File: src/rtl/alu_op_sequencer.sv
// ALU operation sequencer: decodes op_fun into a registered ALU control/operand pair,
// or runs a WIDTH-cycle unsigned shift-add multiply and reports the double-width product.
module alu_op_sequencer #(
    parameter int WIDTH    = 8,
    parameter int IMM_W    = 4,
    parameter int SIGN_EXT = 0
) (
    input  logic             clk,
    input  logic             reset_n,
    input  logic             valid,
    output logic             ready,
    input  logic [3:0]       op_fun,
    input  logic [WIDTH-1:0] a_in,
    input  logic [WIDTH-1:0] mem2_b,
    input  logic [IMM_W-1:0] inst_b,
    input  logic [IMM_W-1:0] lsw_b,
    output logic [2:0]       alu_control,
    output logic [WIDTH-1:0] alu_b,
    output logic             out_valid,
    output logic             mul_done,
    output logic [WIDTH-1:0] prod_lo,
    output logic [WIDTH-1:0] prod_hi
);

    localparam int CNT_W = (WIDTH > 1) ? $clog2(WIDTH) : 1;

    typedef enum logic {
        ST_IDLE,
        ST_MUL
    } state_t;

    state_t               state;
    logic [WIDTH-1:0]     mcand;
    logic [WIDTH-1:0]     mplier;
    logic [2*WIDTH-1:0]   acc;
    logic [2*WIDTH-1:0]   acc_next;
    logic [WIDTH:0]       upper_sum;
    logic [CNT_W-1:0]     count;

    logic [2:0]           dec_ctrl;
    logic [WIDTH-1:0]     dec_b;
    logic                 dec_mul;

    function automatic logic [WIDTH-1:0] ext(input logic [IMM_W-1:0] imm);
        logic [WIDTH-1:0] r;
        r            = '0;
        r[IMM_W-1:0] = imm;
        if (SIGN_EXT != 0) begin
            for (int i = IMM_W; i < WIDTH; i++) r[i] = imm[IMM_W-1];
        end
        return r;
    endfunction

    assign ready = (state == ST_IDLE);

    // NOTE: every always_comb output gets a default first, so no path leaves it unassigned (no latch).
    always_comb begin
        dec_ctrl = 3'b000;
        dec_b    = mem2_b;
        dec_mul  = 1'b0;
        if (op_fun[3]) begin
            dec_ctrl = op_fun[2:0];
        end else begin
            case (op_fun[2:0])
                3'b001:         dec_b = ext(inst_b);
                3'b010: begin
                    dec_ctrl = 3'b001;
                    dec_b    = ext(inst_b);
                end
                3'b011, 3'b100: dec_b = ext(lsw_b);
                3'b110:         dec_ctrl = 3'b101;
                3'b111:         dec_mul = 1'b1;
                default:        ;
            endcase
        end
    end

    // One shift-add step: conditionally add the multiplicand into the upper half, then shift right.
    always_comb begin
        upper_sum = {1'b0, acc[2*WIDTH-1:WIDTH]} + (mplier[0] ? {1'b0, mcand} : '0);
        acc_next  = {upper_sum, acc[WIDTH-1:1]};
    end

    // NOTE: sequential state uses non-blocking assignments; reset is sampled on the clock edge only.
    always_ff @(posedge clk) begin
        if (!reset_n) begin
            state       <= ST_IDLE;
            out_valid   <= 1'b0;
            mul_done    <= 1'b0;
            alu_control <= 3'b000;
            alu_b       <= '0;
            prod_lo     <= '0;
            prod_hi     <= '0;
            acc         <= '0;
            mcand       <= '0;
            mplier      <= '0;
            count       <= '0;
        end else begin
            out_valid <= 1'b0;
            mul_done  <= 1'b0;
            case (state)
                ST_IDLE: begin
                    if (valid) begin
                        alu_control <= dec_ctrl;
                        alu_b       <= dec_b;
                        if (dec_mul) begin
                            mcand  <= a_in;
                            mplier <= mem2_b;
                            acc    <= '0;
                            count  <= CNT_W'(WIDTH - 1);
                            state  <= ST_MUL;
                        end else begin
                            out_valid <= 1'b1;
                        end
                    end
                end
                ST_MUL: begin
                    acc    <= acc_next;
                    mplier <= mplier >> 1;
                    count  <= count - CNT_W'(1);
                    if (count == '0) begin
                        {prod_hi, prod_lo} <= acc_next;
                        out_valid          <= 1'b1;
                        mul_done           <= 1'b1;
                        state              <= ST_IDLE;
                    end
                end
                default: state <= ST_IDLE;
            endcase
        end
    end

endmodule

File: config.mk
export PLATFORM = sky130hd
export DESIGN_NAME = alu_op_sequencer
export DESIGN_NICKNAME = d
export VERILOG_FILES = /design/src/rtl/alu_op_sequencer.sv
export SDC_FILE = /design/constraint.sdc
export NUM_CORES = 1
export LEC_CHECK = 0
export CAP_MARGIN = 20
export CORE_ASPECT_RATIO = 0.9
export CORE_MARGIN = 2
export CORE_UTILIZATION = 35
export CTS_CLUSTER_DIAMETER = 80
export DETAILED_ROUTE_END_ITERATION = 7
export SLEW_MARGIN = 10
export SYNTH_ARGS = -nofsm -noshare
export SYNTH_HDL_FRONTEND = slang
export SYNTH_SLANG_ARGS = --single-unit
File: constraint.sdc
create_clock -name clk -period 2.3 [get_ports clk]
set_input_delay 0.575 -clock clk [delete_from_list [all_inputs] [get_ports clk]]
set_output_delay 0.575 -clock clk [all_outputs]
set_load 0.03 [all_outputs]
* Yosys cells after proc, flatten, opt, wreduce, memory -nomap -nowiden
Cells that the tools add are included.
Storage, ports and cells: register bits 65, input bits 31, output and inout bits 30
Cells by class: add/sub/neg operators 2, equality and inequality tests 8, muxes and demuxes 24, bitwise operators 1, reductions and logical operators 8
Operator list (count):
- 16-bit two-way mux | 2
- 8-bit two-way mux | 4
- 16-bit one-hot mux with 2 select lines | 1
- 8-bit one-hot mux with 2 select lines | 2
- 3-bit one-hot mux with 2 select lines | 2
- 8-bit by 8-bit adder with 9-bit output | 1
- 3-bit equality test, second input constant | 3
- 3-bit two-way mux | 3
- 1-bit two-way mux | 8
- 2-bit AND reduction | 4
- 3-bit by 2-bit equality test with 1-bit output, second input constant | 2
- 1-bit one-hot mux with 2 select lines | 2
- 2-bit OR reduction | 2
- 3-bit by 1-bit equality test with 1-bit output, second input constant | 1
- 3-bit logical NOT | 1
- 3-bit AND reduction | 1
- 3-bit by 1-bit subtractor with 3-bit output, second input constant | 1
- 2-bit by 1-bit inequality test with 1-bit output, second input constant | 1
- 2-bit inequality test, second input constant | 1
- 1-bit inverter | 1

* Longest topological paths before layout
depth after elaboration 6, mapped depth 8

* Worst setup path before layout
Ideal clock, no wire load.
kind reg-to-reg, from register mplier[0], to register acc[14], library setup time 117 ps, arrival 1740 ps, required time 2183 ps, slack 442 ps, stages on the path, launching flop included 8, clock period less this slack 1858 ps, cell sequence dfxtp_1 > and2_1 > ha_1 > a21o_1 > a21o_1 > a221oi_1 > xnor2_1 > a32o_1
Between the ends: word-level cells in the longest chain between the ends 3
Ends and longest elaborated chain:
- start, declared | RTL line 34 | logic [WIDTH-1:0] mplier;
- start signal, assigned | RTL line 108 | mplier <= mem2_b;
- start signal, assigned | RTL line 119 | mplier <= mplier >> 1;
- 8-bit two-way mux | RTL line 80 | upper_sum = {1'b0, acc[2*WIDTH-1:WIDTH]} + (mplier[0] ? {1'b0, mcand} : '0);
- 8-bit by 8-bit adder with 9-bit output | RTL line 80
- 16-bit one-hot mux with 2 select lines | RTL line 101 | case (state)
- end signal, assigned | RTL line 118 | acc <= acc_next;
- end, declared | RTL line 35 | logic [2*WIDTH-1:0] acc;
Every way passes these cells. A chain may end at the register's enable or synchronous reset.

* Worst setup path in the final report
from register mplier[0], to register acc[15]
Same word-level chain as after synthesis.

==> metrics.md <==
| Metric | Value |
|---|---|
| Worst endpoint required time | `about 2.5 ns` |
| Final period util | `0.925` |
| Post-Syn Area per Cell | `about 10 µm²` |
| Worst-path fanout max | `6` |
| Final Cell Area | `3780 µm²` |
| HPWL after detailed placement | `~4.6 mm` |
| DP Area | `around 3600 µm²` |
| Layout area overhead | `34.3%` |
| Total gr overflow | `0` |
| Async SR Flop Fraction | `0` |
| Slew margin rel. | `0.538` |
| Ant. Diodes | `0` |
| CP Buf/Inv Count | `1` |
| Setup TNS | `0 ns` |
| Worst Path Arrival | `2.34 ns` |
| Post-CTS resize count | `0` |
| Largest net degree at the start of global routing | `28` |
| Leakage power | `1.47 nW` |
| # port buffers | `60` |
| DRT iter0 DRCs | `around 110` |
| Crit path cell chain | `buf_4 > and2_1 > ha_1 > fa_1 > a21oi_1 > o211a_1 > nor2_1 > o2111ai_1 > nand3_1` |
| Worst-skew pair later-pin latency | `0.34 ns` |
| Gpl congestion | `~0.77` |
| Synth area leader | `dfxtp_1` |
| Post-synth top area share | `0.455` |
| Leading post-synthesis cells by cell area | `dfxtp_1 (46%), a22o_1 (5.6%), nor2b_1 (4.9%), ha_1 (4.4%), nand2_1 (4.1%)` |
| Clock tree buffer depth | `2` |
| Startpoint types | `register` |
| CTS H-tree lvls | `3` |
| Hold Violations, Final | `0` |
| Antenna-violating nets left | `0` |
| Clock skew | `just over 0.007 ns` |
| Num ports | `61` |
| Cells after Synth | `289` |
| Vias in the first global route | `about 2200` |
| Min-delay worst type | `register to register` |
| Synth unique cells | `43` |
| TritonCTS clock tree | `built` |
| Row Count | `31` |
| CTS Hold Bufs | `0` |
| Final wirelength | `around 6.5 mm` |
| DRC Markers | `0` |
| Root buf cell | `clkbuf_8` |
| Register area share after synthesis | `0.455` |
| Worst path top cell family by delay | `adder cells` |
| Fmax | `approximately 0.47 GHz` |
| Core Box Area | `between 7000 and 8000 µm²` |
| Max VDD drop | `258 µV` |
| Fin crit period | `2.13 ns` |
| Worst Tran Pin Value | `just under 0.7 ns` |
| Synth warn | `0` |
| Post-synth top flop | `dfxtp_1` |
| #FFs+latches synth | `64` |
| Crit end category | `register` |
| Setup ws final | `0.173 ns` |
| Syn Nets | `about 330` |
| Unrepaired setup endpoints after global routing | `no` |
| Crit Path Category | `register to register` |
| Final setup viols | `0` |
| Initial Util | `0.356` |
| Status | `completed` |
| Layout cells sized above 1 | `0.0942` |
| Wire length per cell | `between 10 and 15 µm` |
| Initial antenna violation count | `0` |
| Vias | `about 2300` |
| Fin. max-slew vios | `0` |
| TritonCTS Sinks | `64` |
| Final Net Count | `398` |
| TritonRoute pass-1 iters | `4` |
| PwrDens | `around 620 nW/µm²` |
| CTS Buf Count | `9` |
| Die Y | `89.1 µm` |
| Pre-CTS setup slack | `~0.083 ns` |
| CP peak stage delay | `0.43 ns` |
| Post-synth EDFFs | `0` |
| Global-route wire length before repair | `10.6 mm` |
| CP max stage cell | `fa_1` |
| Die area | `8780 µm²` |
| Reg clk slew, reported paths | `roughly 0.07 ns` |
| Die width | `between 90 and 100 µm` |
| Mapped cell area | `2820 µm²` |
| Post-CTS setup repair buffer count | `0` |
| Count of maximum capacitance violations | `0` |
| GR Util All Layers | `0.152` |
| Via/cell ratio | `between 5 and 6` |
[cell usage after synthesis (all sizes together), types with 2 or more instances]
master	count
a21boi	16
o211a	2
nand2	31
buf	9
xnor2	4
o211ai	3
nor2	5
o21bai	2
ha	10
inv	6
a21o	4
a222oi	7
mux2i	2
and2	13
clkbuf	9
a32o	3
a211oi	2
nand3	12
o21ai	5
a2bb2oi	3
a21oi	9
a22oi	15
xor2	4
dfxtp	64
nor2b	22
a22o	18
[worst paths after layout]
path,from,slack [ns],depth (start not counted),end
worst max register to register,mplier[0]$_SDFFE_PN0P_,0.17,9,acc[15]$_SDFFE_PN0P_
worst min-delay path,mcand[4]$_SDFFE_PN0P_,0.45,2,mcand[4]$_SDFFE_PN0P_
worst min register to register,mcand[4]$_SDFFE_PN0P_,0.45,2,mcand[4]$_SDFFE_PN0P_
worst max-delay path,mplier[0]$_SDFFE_PN0P_,0.17,9,acc[15]$_SDFFE_PN0P_
[cell type report]
class                           count  area, µm²
Clock buffer                        9        124
Timing Repair Buffer               74        731
Clock inverter                      7       72.6
Multi-Input combinational cell    201       1430
Sequential cell                    64       1280
Fill cell                         783       4130
Inverter                            6       22.5
Tap cell                           99        124
[registers in the layout, indices dropped and copies added (netlist names)]
signal,flops
alu_control,3
state,1
prod_hi,8
mul_done,1
out_valid,1
acc,15
count,3
mcand,8
mplier,8
alu_b,8
prod_lo,8
[report_power, final]
group / switching [mW] / total [mW] / internal [mW]
Clock: 0.453 / 0.952 / 0.499
Sequential: 0.0103 / 1.14 / 1.13
Combinational: 0.121 / 0.246 / 0.125
[worst reg2reg max path, delay by kind of cell, from the launching register on]
| kind | cells | cell delay, ns |
|---|---|---|
| AND/OR/NAND/NOR | 3 | 0.32 |
| adder cells (fa/ha/maj) | 2 | 0.65 |
| flip-flops | 1 | 0.35 |
| AO/OA/AOI/OAI | 3 | 0.54 |
| buffers and inverters | 1 | 0.16 |
[through the flow]
stage                util  hold WS [ns]  total power, mW  std cells
floorplan               -         0.430             1.29        289
global placement    0.453         0.439             1.41        444
detailed placement  0.453         0.442             1.41        444
CTS                 0.478         0.453             2.36        460
global route        0.478         0.474             2.43        460
finish              0.478         0.450             2.34        460
[layout by cell type (no fill, tap or decap), types with 4 or more instances in the layout]
| master | count |
|---|---|
| a21oi_1 | 8 |
| and2_1 | 11 |
| nand2_1 | 31 |
| buf_4 | 12 |
| clkdlybuf4s50_1 | 60 |
| xor2_1 | 4 |
| a21o_1 | 4 |
| nand3_1 | 12 |
| clkbuf_8 | 9 |
| nor2b_1 | 22 |
| a21boi_1 | 9 |
| a222oi_1 | 7 |
| inv_1 | 6 |
| o21ai_0 | 5 |
| dfxtp_1 | 64 |
| a22o_1 | 18 |
| ha_1 | 10 |
| a22oi_1 | 15 |
| nor2_1 | 5 |
| xnor2_1 | 4 |
| a21boi_0 | 7 |
[logic make-up after synthesis]
kind of cell,count (synthesis),synth area share
AO/OA/AOI/OAI,91,0.254
AND/OR/NAND/NOR,88,0.165
flip-flops,64,0.455
buffers and inverters,24,0.0387
adder cells (fa/ha/maj),12,0.0551
XOR/XNOR,8,0.0249
multiplexers,2,0.00711
[layer usage]
metal,up-vias,track usage,routed length (µm)
li1,1184,-,-
met1,1096,0.201,3290
met2,57,0.237,2850
met3,5,0.0367,267
met4,0,0.0710,68
met5,-,0,0
(Power assumes the default switching activity.)
